<file path="src/rtl/xnor3_parity_sched.sv">
`timescale 1ns/1ps
// Round-robin scheduler sharing one registered XNOR3 fold stage between NREQ
// requesters; returns each job's even parity tagged with the requester index.
module xnor3_parity_sched #(
  parameter int unsigned NREQ = 4,
  parameter int unsigned W    = 8
) (
  input  logic                    clk,
  input  logic                    rst,
  input  logic [NREQ-1:0]         req,
  input  logic [NREQ*W-1:0]       din,
  input  logic [NREQ-1:0]         dvalid,
  input  logic [NREQ-1:0]         dlast,
  output logic [NREQ-1:0]         gnt,
  output logic                    dready,
  output logic                    busy,
  output logic                    done,
  output logic                    par,
  output logic [$clog2(NREQ)-1:0] par_id
);

  localparam int unsigned IW = $clog2(NREQ);
  localparam int unsigned CW = $clog2(W / 2 + 1);

  typedef enum logic [1:0] {S_IDLE, S_LOAD, S_FOLD, S_DONE} state_t;

  state_t          state;
  logic [IW-1:0]   ptr;
  logic [IW-1:0]   gidx;
  logic [IW-1:0]   pick;
  logic            found;
  logic [W-1:0]    sr;
  logic [W-1:0]    word_g;
  logic            dvalid_g;
  logic            dlast_g;
  logic            last_word;
  logic            acc;
  logic            acc_nx;
  logic            inv;
  logic [CW-1:0]   cnt;

  // First requesting index at or above ptr, wrapping around.
  always_comb begin
    pick  = '0;
    found = 1'b0;
    for (int unsigned k = 0; k < NREQ; k++) begin
      if (!found && req[IW'((32'(ptr) + k) % NREQ)]) begin
        found = 1'b1;
        pick  = IW'((32'(ptr) + k) % NREQ);
      end
    end
  end

  // Data, valid and last of the granted requester only.
  always_comb begin
    word_g   = '0;
    dvalid_g = 1'b0;
    dlast_g  = 1'b0;
    for (int unsigned i = 0; i < NREQ; i++) begin
      if (gidx == IW'(i)) begin
        word_g   = din[i*W +: W];
        dvalid_g = dvalid[i];
        dlast_g  = dlast[i];
      end
    end
  end

  assign acc_nx = ~(acc ^ sr[0] ^ sr[1]);

  always_ff @(posedge clk or posedge rst) begin
    if (rst) begin
      state     <= S_IDLE;
      ptr       <= '0;
      gidx      <= '0;
      sr        <= '0;
      last_word <= 1'b0;
      acc       <= 1'b0;
      inv       <= 1'b0;
      cnt       <= '0;
      gnt       <= '0;
      dready    <= 1'b0;
      busy      <= 1'b0;
      done      <= 1'b0;
      par       <= 1'b0;
      par_id    <= '0;
    end else begin
      done <= 1'b0;
      case (state)
        S_IDLE: begin
          if (|req) begin
            gidx   <= pick;
            gnt    <= NREQ'(1) << pick;
            acc    <= 1'b0;
            inv    <= 1'b0;
            busy   <= 1'b1;
            dready <= 1'b1;
            state  <= S_LOAD;
          end
        end
        S_LOAD: begin
          if (dvalid_g) begin
            sr        <= word_g;
            last_word <= dlast_g;
            cnt       <= CW'(W / 2);
            dready    <= 1'b0;
            state     <= S_FOLD;
          end
        end
        S_FOLD: begin
          acc <= acc_nx;
          sr  <= sr >> 2;
          inv <= ~inv;
          cnt <= cnt - CW'(1);
          if (cnt == CW'(1)) begin
            if (last_word) begin
              // Odd XNOR count leaves acc inverted; inv tracks that parity.
              done   <= 1'b1;
              par    <= acc_nx ^ ~inv;
              par_id <= gidx;
              state  <= S_DONE;
            end else begin
              dready <= 1'b1;
              state  <= S_LOAD;
            end
          end
        end
        S_DONE: begin
          gnt   <= '0;
          busy  <= 1'b0;
          ptr   <= (gidx == IW'(NREQ - 1)) ? '0 : gidx + IW'(1);
          state <= S_IDLE;
        end
        default: state <= S_IDLE;
      endcase
    end
  end

endmodule
</file>
<file path="config.mk">
export PLATFORM = sky130hd
export DESIGN_NAME = xnor3_parity_sched
export DESIGN_NICKNAME = d
export VERILOG_FILES = /design/src/rtl/xnor3_parity_sched.sv
export SDC_FILE = /design/constraint.sdc
export NUM_CORES = 1
export LEC_CHECK = 0
export CAP_MARGIN = 10
export CELL_PAD_IN_SITES_DETAIL_PLACEMENT = 0
export CELL_PAD_IN_SITES_GLOBAL_PLACEMENT = 1
export CORE_MARGIN = 1.5
export CORE_UTILIZATION = 35
export DETAILED_ROUTE_END_ITERATION = 16
export PLACE_DENSITY = 0.78
export SLEW_MARGIN = 20
export SYNTH_ARGS = -nofsm -noshare
export SYNTH_HDL_FRONTEND = slang
export SYNTH_SLANG_ARGS = --single-unit
</file>
<file path="constraint.sdc">
create_clock -name clk -period 2.1 [get_ports clk]
set_input_delay 0.42 -clock clk [delete_from_list [all_inputs] [get_ports clk]]
set_output_delay 0.42 -clock clk [all_outputs]
set_load 0.01 [all_outputs]
</file>
==> run metrics, run 1 <==
final instance area 2580 sq um; max_cap viols 0; drt wl/cell 12.9 microns; Warnings, synthesis 0; Layout Area Growth over Synthesis 42.0%; worst path arrival time 2.11 ns; VDD IR-drop max 0.000539 V; Synth Register Bits 30; Fmax 526 MHz; R2R depth 7; gr usage total 16.8%; Starting Density 36.1%; worst path bufs/invs 2; CP max stage delay 0.42 ns; final core occ 51.2%; core area 5040 sq um; die height 75.1 microns; Worst R2R Setup Slack 0.20 ns; async set-reset flop share out of synthesis 100%; Syn Inst Count 190; Distinct cells, synth 39; Top Ports 56; Setup crit start kind register; Port-buffer cells 55; via count 1,556; final slew viol count 0; crit path cell chain inv_1, ha_1, nor2b_2, nand2_4, a311oi_4, buf_4, mux2i_1; GPL Wtd Cong 0.706; number of flops mapped to enable cells by yosys 0; relative slew slack 75.0%; hold_ws 0.481 ns; Via-to-Cell Ratio 4.79; Antenna diodes 0; Hold Crit Depth 2; Post-Synthesis Net Count 242; first-pass GRT wire length 7000 microns; unrepaired setup endpoints after global routing false; cell area after synthesis 1820 sq um; Gates resized, CTS repair 0; layout cells sized above 1 12.2%; Skew-Pair Late Insertion Delay 0.29 ns; fin nets 306; CTS max path bufs 2; clock transition at the registers of the reported paths 0.07 ns; die area 5640 sq um; cts-stage hold buffer count 0; Post-Route WL 4180 microns; Pre-antenna DRT Iters 4; most frequent cells in the layout 55 x clkdlybuf4s50_1, 30 x dfrtp_1, 19 x nand2_1, 18 x inv_1, 18 x mux2i_1; die width 75.1 microns; Fin Setup TNS 0 ns; Crit Path Class register to register; Clock Skew 0.00973 ns; fin crit share 90.6%; Fin. Hold Viols 0; final setup vio count 0; total grt overflow 0; worst endpoint required time 2.30 ns; htree depth 2; HP Class register to register; status completed; final HPWL from detailed placement 3220 microns; clock sink count 30; pin count of the biggest net entering global routing 31; post-route ant nets 0; register area share after synthesis 41.3%; Site Rows 26; crit-path max FO 9; minimum clock period 1.90 ns; syn_area_per_cell 9.57 sq um; TritonCTS clock tree done; initial antenna violation count 0; Cell Area, Placed 2490 sq um; Starting DRT DRC Count 72; fill count 471; Least-Margin Pin Slew 0.365 ns; DRC 0; CTS root buf clkbuf_8; total power 3.39 mW; CP Capture Type register; family with the most delay on the worst path flip-flops; commonest non-fill, non-tap cell in the layout clkdlybuf4s50_1; Power Density 1310 nW/um^2; instance count on the critical path 7; Leak 1.12 nW; Max stage delay cell, worst path dfrtp_1; top_reg_cell synth dfrtp_1; cts bufs inserted 5; setup repair bufs after CTS 0; number of global-route vias before repair 1,505
worst register-to-register path, cell delays in order, from the launching register on:
cell      delay [ns]
dfrtp_1         0.42
inv_1           0.14
ha_1            0.19
nor2b_2         0.22
nand2_4         0.08
a311oi_4        0.31
buf_4           0.26
mux2i_1         0.20
cell usage after synthesis, types with 2 or more instances:
master | count | share of area (%)
buf_2 | 5 | 1.4
mux2_2 | 2 | 1.2
a221o_1 | 3 | 1.7
buf_1 | 3 | 0.62
o31ai_1 | 2 | 0.83
a221o_2 | 4 | 2.5
o21ai_0 | 9 | 2.5
inv_1 | 18 | 3.7
dfrtp_1 | 30 | 41
o221ai_1 | 2 | 0.96
o2bb2ai_1 | 3 | 1.4
nor2b_1 | 4 | 1.4
mux2i_1 | 18 | 9.9
a22oi_1 | 8 | 3.3
nand2_1 | 19 | 3.9
buf_6 | 2 | 1.2
a21oi_1 | 17 | 4.7
nor3_1 | 2 | 0.55
xnor2_1 | 3 | 1.4
nor2_1 | 8 | 1.7
nand2b_1 | 3 | 1.0
ha_1 | 6 | 4.1
o22ai_1 | 3 | 1.0
through the flow:
stage	setup slack [ns]	std cells
4_1_cts	0.177	325
5_1_grt	0.0685	325
3_5_place_dp	0.0987	317
2_1_floorplan	0.278	190
6_report	0.198	325
3_3_place_gp	0.121	317
layer usage:
metal  GRT usage [%]  vias to the layer above  wire, microns
met5               0                        -              0
met3            4.95                        7            204
met1            24.5                      703           2120
met2            22.9                       42           1770
li1                -                      804              -
met4            7.27                        0             83
kinds of logic after synthesis:
kind of cell,Yosys count,synth area share (%)
flip-flops,30,41.3
AO/OA/AOI/OAI,60,23.9
XOR/XNOR,3,1.44
multiplexers,20,11.1
adder cells (fa/ha/maj),6,4.13
AND/OR/NAND/NOR,42,10.9
buffers and inverters,29,7.15
sequential cells by signal, summed over array words and instances (netlist names):
signal     cells
inv            1
state          2
cnt            3
ptr            2
par            1
done           1
last_word      1
busy           1
gnt            4
gidx           2
dready         1
sr             8
par_id         2
acc            1
final timing paths:
path	from	endpoint
min reg2reg	par	par
max	gidx[0]	sr[2]
max in group asynchronous	rst	sr[7]
min in group asynchronous	rst	state[0]
max reg2reg	gidx[0]	sr[2]
min	par	par
layout make-up:
cell class                      instances  area, sq um  share of cell area, %
Timing Repair Buffer                   68          648                   25.1
Clock inverter                          1         5.00                  0.194
Inverter                               18         67.6                   2.62
Sequential cell                        30          751                   29.1
Tap cell                               70         87.6                   3.39
Multi-Input combinational cell        131          938                   36.3
Clock buffer                            7         86.3                   3.34
where the power goes:
part | total (mW) | switching, mW | leakage [nW] | internal, mW
sequential | 0.999 | 0.175 | 0.379 | 0.824
combinational | 1.91 | 0.933 | 0.697 | 0.975
clock | 0.485 | 0.221 | 0.0482 | 0.264
Note: power is estimated with default switching activity, not from simulation.
==> run 2, diff against run 1 <==
CELL_PAD_IN_SITES_DETAIL_PLACEMENT = 1   (was 0)
==> run 2 against run 1 <==
First-iteration DRC count increased by 69%. Critical path depth unchanged. Sequential share of layout area barely moved. Largest power group unchanged. Cell area up 0.15%. Largest cell class unchanged. Routed wire length grew 12%. Clock power decreased by 1%. Clock skew decreased by 0.0010 ns.
==> run metrics, run 2 (same netlist as run 1, synthesis figures left out) <==
status completed (unchanged); drt wl/cell 14.4 microns (was 12.9 microns); minimum clock period 1.90 ns (about the same); die width 75.1 microns (unchanged); hold_ws 0.481 ns (about the same); via count 1,654 (was 1,556); worst path bufs/invs 2 (unchanged); CP max stage delay 0.43 ns (was 0.42 ns); number of global-route vias before repair 1,660 (was 1,505); Reg2Reg Launch Point gidx[0] (unchanged); largest registers sr: 8 flops, gnt: 4 flops, cnt: 3 flops (unchanged); final setup vio count 0 (unchanged); total power 3.44 mW (was 3.39 mW); final HPWL from detailed placement 3660 microns (was 3220 microns); pin count of the biggest net entering global routing 31 (unchanged); Top Ports 56 (unchanged); most frequent cells in the layout 55 x clkdlybuf4s50_1, 30 x dfrtp_1, 19 x nand2_1, 18 x inv_1, 18 x mux2i_1 (unchanged); FF-to-FF End sr[1] (was sr[2]); first-pass GRT wire length 7800 microns (was 7000 microns); post-route insts no fill 325 (unchanged); htree depth 2 (unchanged); Pre-antenna DRT Iters 4 (unchanged); Site Rows 26 (unchanged); CTS root buf clkbuf_8 (unchanged); final slew viol count 0 (unchanged); commonest non-fill, non-tap cell in the layout clkdlybuf4s50_1 (unchanged); initial antenna violation count 0 (unchanged); Post-Route WL 4680 microns (was 4180 microns); die area 5640 sq um (unchanged); final core occ 51.3% (was 51.2%); Biggest register sr (unchanged); Starting DRT DRC Count 122 (was 72); Power Density 1330 nW/um^2 (was 1310 nW/um^2); TritonCTS clock tree done (unchanged); CTS max path bufs 2 (unchanged); Layout Area Growth over Synthesis 42.2% (was 42.0%); Clock Skew 0.00868 ns (was 0.00973 ns); R2R depth 7 (unchanged); Worst R2R Setup Slack 0.20 ns (about the same); gr usage total 18.7% (was 16.8%); worst path arrival time 2.10 ns (was 2.11 ns); Max stage delay cell, worst path dfrtp_1 (unchanged); HP Class register to register (unchanged); fin crit share 90.4% (was 90.6%); CP Capture Type register (unchanged); clock transition at the registers of the reported paths 0.07 ns (about the same); Via-to-Cell Ratio 5.09 (was 4.79); Port-buffer cells 55 (unchanged); post-route ant nets 0 (unchanged); die height 75.1 microns (unchanged); placed instance count 317 (unchanged); fin nets 306 (unchanged); VDD IR-drop max 0.000666 V (was 0.000539 V); Worst Setup EP sr[1] (was sr[2]); Fmax 527 MHz (was 526 MHz); cts bufs inserted 5 (unchanged); Leak 1.13 nW (was 1.12 nW); clock sink count 30 (unchanged); crit-path max FO 9 (unchanged); fill count 576 (was 471); family with the most delay on the worst path flip-flops (unchanged); Skew-Pair Late Insertion Delay 0.28 ns (was 0.29 ns); relative slew slack 75.1% (was 75.0%); CP startpoint gidx[0] (unchanged); Setup crit start kind register (unchanged); instance count on the critical path 7 (unchanged); Fin. Hold Viols 0 (unchanged); cts-stage hold buffer count 0 (unchanged); layout cells sized above 1 12.2% (unchanged); Crit Path Class register to register (unchanged); crit path cell chain inv_1, ha_1, nor2b_2, nand2_4, a311oi_4, buf_6, mux2i_1 (was inv_1, ha_1, nor2b_2, nand2_4, a311oi_4, buf_4, mux2i_1); Least-Margin Pin Slew 0.363 ns (was 0.365 ns); max FFs per register 8 (unchanged); worst endpoint required time 2.30 ns (about the same); Starting Density 36.1% (unchanged); Fin Setup TNS 0 ns (unchanged); unrepaired setup endpoints after global routing false (unchanged); max_cap viols 0 (unchanged); total grt overflow 0 (unchanged); core area 5040 sq um (unchanged); GPL Wtd Cong 0.706 (unchanged); Antenna diodes 0 (unchanged); DRC 0 (unchanged)
[run 2: cell counts in the layout (fill, tap and decap cells not counted)]
No cell type changed its count.
[run 2: how the worst min path moves through the flow]
| stage | startpoint | to | slack [ns] | depth (start not counted) |
|---|---|---|---|---|
| 2_1_floorplan | inv | inv | 0.48 | 1 |
| 5_1_grt | gnt[3] | gnt[3] | 0.51 | 1 |
| 3_3_place_gp | par | par | 0.46 | 2 |
| 6_report | par | par | 0.48 | 2 |
| 3_5_place_dp | gnt[0] | gnt[0] | 0.48 | 1 |
| 4_1_cts | par | par | 0.49 | 2 |
[run 2: report_power, final]
part	total [mW]	internal (mW)	leakage, nW	switching [mW]
clock	0.480	0.264	0.0482	0.216
sequential	1.01	0.824	0.379	0.187
combinational	1.95	0.981	0.698	0.967
total	3.44	2.07	1.13	1.37
[run 2: metal layers]
metal / global-route usage (%) / share of wire, % / up-vias
met1: 25.3 / 48 / 799
met2: 27.9 / 46 / 44
met4: 9.09 / 2.0 / 0
met3: 4.69 / 4.9 / 7
li1: - / - / 804
met5: 0 / 0 / -
[run 2: worst min-delay path, stage by stage (launching register included)]
cell and delay, ns:
dfrtp_1 0.34, nand2_1 0.05, o21ai_0 0.06
[run 2: timing repair]
item,4_1_cts,5_1_grt
resized for setup,0,1
endpoints found under the setup margin,0,1
buffers inserted,0,0
[run 2: final cells by class]
| type | count | area, sq um | share of cell area [%] |
|---|---|---|---|
| Clock buffer | 7 | 86.3 | 3.34 |
| Clock inverter | 1 | 5.00 | 0.193 |
| Inverter | 18 | 67.6 | 2.61 |
| Multi-Input combinational cell | 131 | 938 | 36.3 |
| Sequential cell | 30 | 751 | 29.0 |
| Tap cell | 70 | 87.6 | 3.38 |
| Timing Repair Buffer | 68 | 652 | 25.2 |
[run 2: per-stage QoR]
step	area [sq um]	worst slack (ns)
final	2590	0.201
after global routing	2590	0.0314
after CTS	2580	0.110
after detailed placement	2490	0.0742
after global placement	2490	0.121
after floorplan	1820	0.278
==> run 3, diff against run 2 <==
ABC_CLOCK_PERIOD_IN_PS = 1900   (was default)
clock period = 1.9 ns   (was 2.1 ns; I/O delays follow)
==> run 3 against run 2 <==
Non-clock buffer count up 5. Count of clock-buffer cells in the layout unchanged. Final cell count increased by 1.5%. Cell area increased by 2.5%. Sequential power up 14%. Hold slack got worse by 0.0046 ns. Routed wire length increased by 4.4%. Fmax grew 2.5%. Critical path depth fell by 1. Combinational power rose by 16%. Worst setup slack got worse by 0.15 ns. Sequential share of layout area down 0.65 points. Largest cell class unchanged. Highest routed layer unchanged.
==> run metrics, run 3 (same netlist as run 1, synthesis figures left out) <==
status completed (unchanged); Power Density 1490 nW/um^2 (was 1330 nW/um^2); largest registers sr: 8 flops, gnt: 4 flops, cnt: 3 flops (unchanged); Post-Route WL 4890 microns (was 4680 microns); max_cap viols 0 (unchanged); clock transition at the registers of the reported paths 0.07 ns (about the same); Starting Density 36.1% (unchanged); max FFs per register 8 (unchanged); total power 3.95 mW (was 3.44 mW); final worst-path setup slack 0.0469 ns (was 0.201 ns); crit-path max FO 8 (was 9); hold_ws 0.476 ns (was 0.481 ns); cts bufs inserted 5 (unchanged); total grt overflow 0 (unchanged); DRC 0 (unchanged); Fmax 540 MHz (was 527 MHz); Starting DRT DRC Count 75 (was 122); Least-Margin Pin Slew 0.392 ns (was 0.363 ns); fin nets 311 (was 306); gr usage total 18.7% (unchanged); commonest non-fill, non-tap cell in the layout clkdlybuf4s50_1 (unchanged); worst endpoint required time 2.10 ns (was 2.30 ns); Port-buffer cells 55 (unchanged); die area 5640 sq um (unchanged); Top Ports 56 (unchanged); final slew viol count 0 (unchanged); core area 5040 sq um (unchanged); Worst R2R Setup Slack 0.05 ns (was 0.20 ns); setup repair bufs after CTS 0 (unchanged); fin crit share 97.5% (was 90.4%); first-pass GRT wire length 7910 microns (was 7800 microns); Layout Area Growth over Synthesis 45.7% (was 42.2%); final HPWL from detailed placement 3730 microns (was 3660 microns); Pre-antenna DRT Iters 4 (unchanged); HP Class input port to async pin (was register to register); Site Rows 26 (unchanged); Crit Path Class register to register (unchanged); drt wl/cell 14.8 microns (was 14.4 microns); relative slew slack 73.6% (was 75.1%); post-route ant nets 0 (unchanged); initial antenna violation count 0 (unchanged); Biggest register sr (unchanged); Antenna diodes 0 (unchanged); layout cells sized above 1 16.2% (was 12.2%); CTS max path bufs 2 (unchanged); final setup vio count 0 (unchanged); Via-to-Cell Ratio 5.06 (was 5.09); CTS root buf clkbuf_8 (unchanged); clock sink count 30 (unchanged); htree depth 2 (unchanged); die width 75.1 microns (unchanged); number of global-route vias before repair 1,705 (was 1,660); pre-CTS setup slack -0.137 ns (was 0.0742 ns); Clock Skew 0.00478 ns (was 0.00868 ns); worst path arrival time 2.05 ns (was 2.10 ns); Skew-Pair Late Insertion Delay 0.28 ns (about the same); TritonCTS clock tree done (unchanged); most frequent cells in the layout 55 x clkdlybuf4s50_1, 29 x dfrtp_1, 19 x nand2_1, 18 x mux2i_1 (was 55 x clkdlybuf4s50_1, 30 x dfrtp_1, 19 x nand2_1, 18 x inv_1, 18 x mux2i_1); CP Capture Type register (unchanged); minimum clock period 1.85 ns (was 1.90 ns); GPL Wtd Cong 0.714 (was 0.706); final core occ 52.6% (was 51.3%); via count 1,671 (was 1,654); die height 75.1 microns (unchanged); VDD IR-drop max 0.000572 V (was 0.000666 V); pin count of the biggest net entering global routing 31 (unchanged); Fin. Hold Viols 0 (unchanged); Leak 1.15 nW (was 1.13 nW); Setup crit start kind register (unchanged)
==> run 3: changes by cell type in the layout (fill, tap and decap cells not counted), sizes merged <==
cell	before	now
buf	13	18
==> run 3: path summary, 6_finish.rpt <==
kind                            from   endpoint  cells after the start
setup / recovery             gidx[0]      sr[6]                      6
hold / removal                   rst       done                      3
setup reg to reg             gidx[0]      sr[6]                      6
hold reg to reg            par_id[1]  par_id[1]                      2
max in group asynchronous        rst    gidx[0]                      3
min in group clk           par_id[1]  par_id[1]                      2
==> run 3: cell type report <==
class                           instances  area [sq um]
Fill cell                             571          2390
Multi-Input combinational cell        131           961
Sequential cell                        30           752
Timing Repair Buffer                   73           689
Tap cell                               70          87.6
Clock buffer                            7          86.3
Inverter                               18          70.1
Clock inverter                          1          5.00
==> run 3: repair_timing <==
| action | in CTS | in global routing |
|---|---|---|
| pin swaps | 1 | 1 |
| setup endpoints to repair | 10 | 11 |
| hold buffers | 0 | 0 |
| cloned | 0 | 0 |
| gates resized for setup | 3 | 7 |
==> run 3: per-layer routing <==
metal  routed length [microns]  part of all wire (%)  vias up  track usage, %
li1                          -                     -      815               -
met1                      2260                    46      807            24.8
met2                      2350                    48       42            30.4
met3                       196                   4.0        7            4.69
met4                        75                   1.5        0            5.45
met5                         0                     0        -               0
==> run 3: power breakdown <==
group | switching [mW] | internal, mW
clock | 0.245 | 0.292
sequential | 0.238 | 0.913
combinational | 1.10 | 1.17
==> run 3: critical path, cell delays in order, from the launching register on <==
cell	delay, ns
dfrtp_2	0.45
ha_1	0.30
mux2i_1	0.15
buf_4	0.15
a311oi_4	0.29
buf_6	0.21
mux2i_1	0.22
==> run 3: stage by stage <==
step           cells  instance area (sq um)  TNS [ns]
2_1_floorplan    190                   1820         0
3_3_place_gp     322                   2530    -0.252
3_5_place_dp     322                   2530     -1.13
4_1_cts          330                   2630         0
5_1_grt          330                   2650   -0.0274
6_report         330                   2650         0
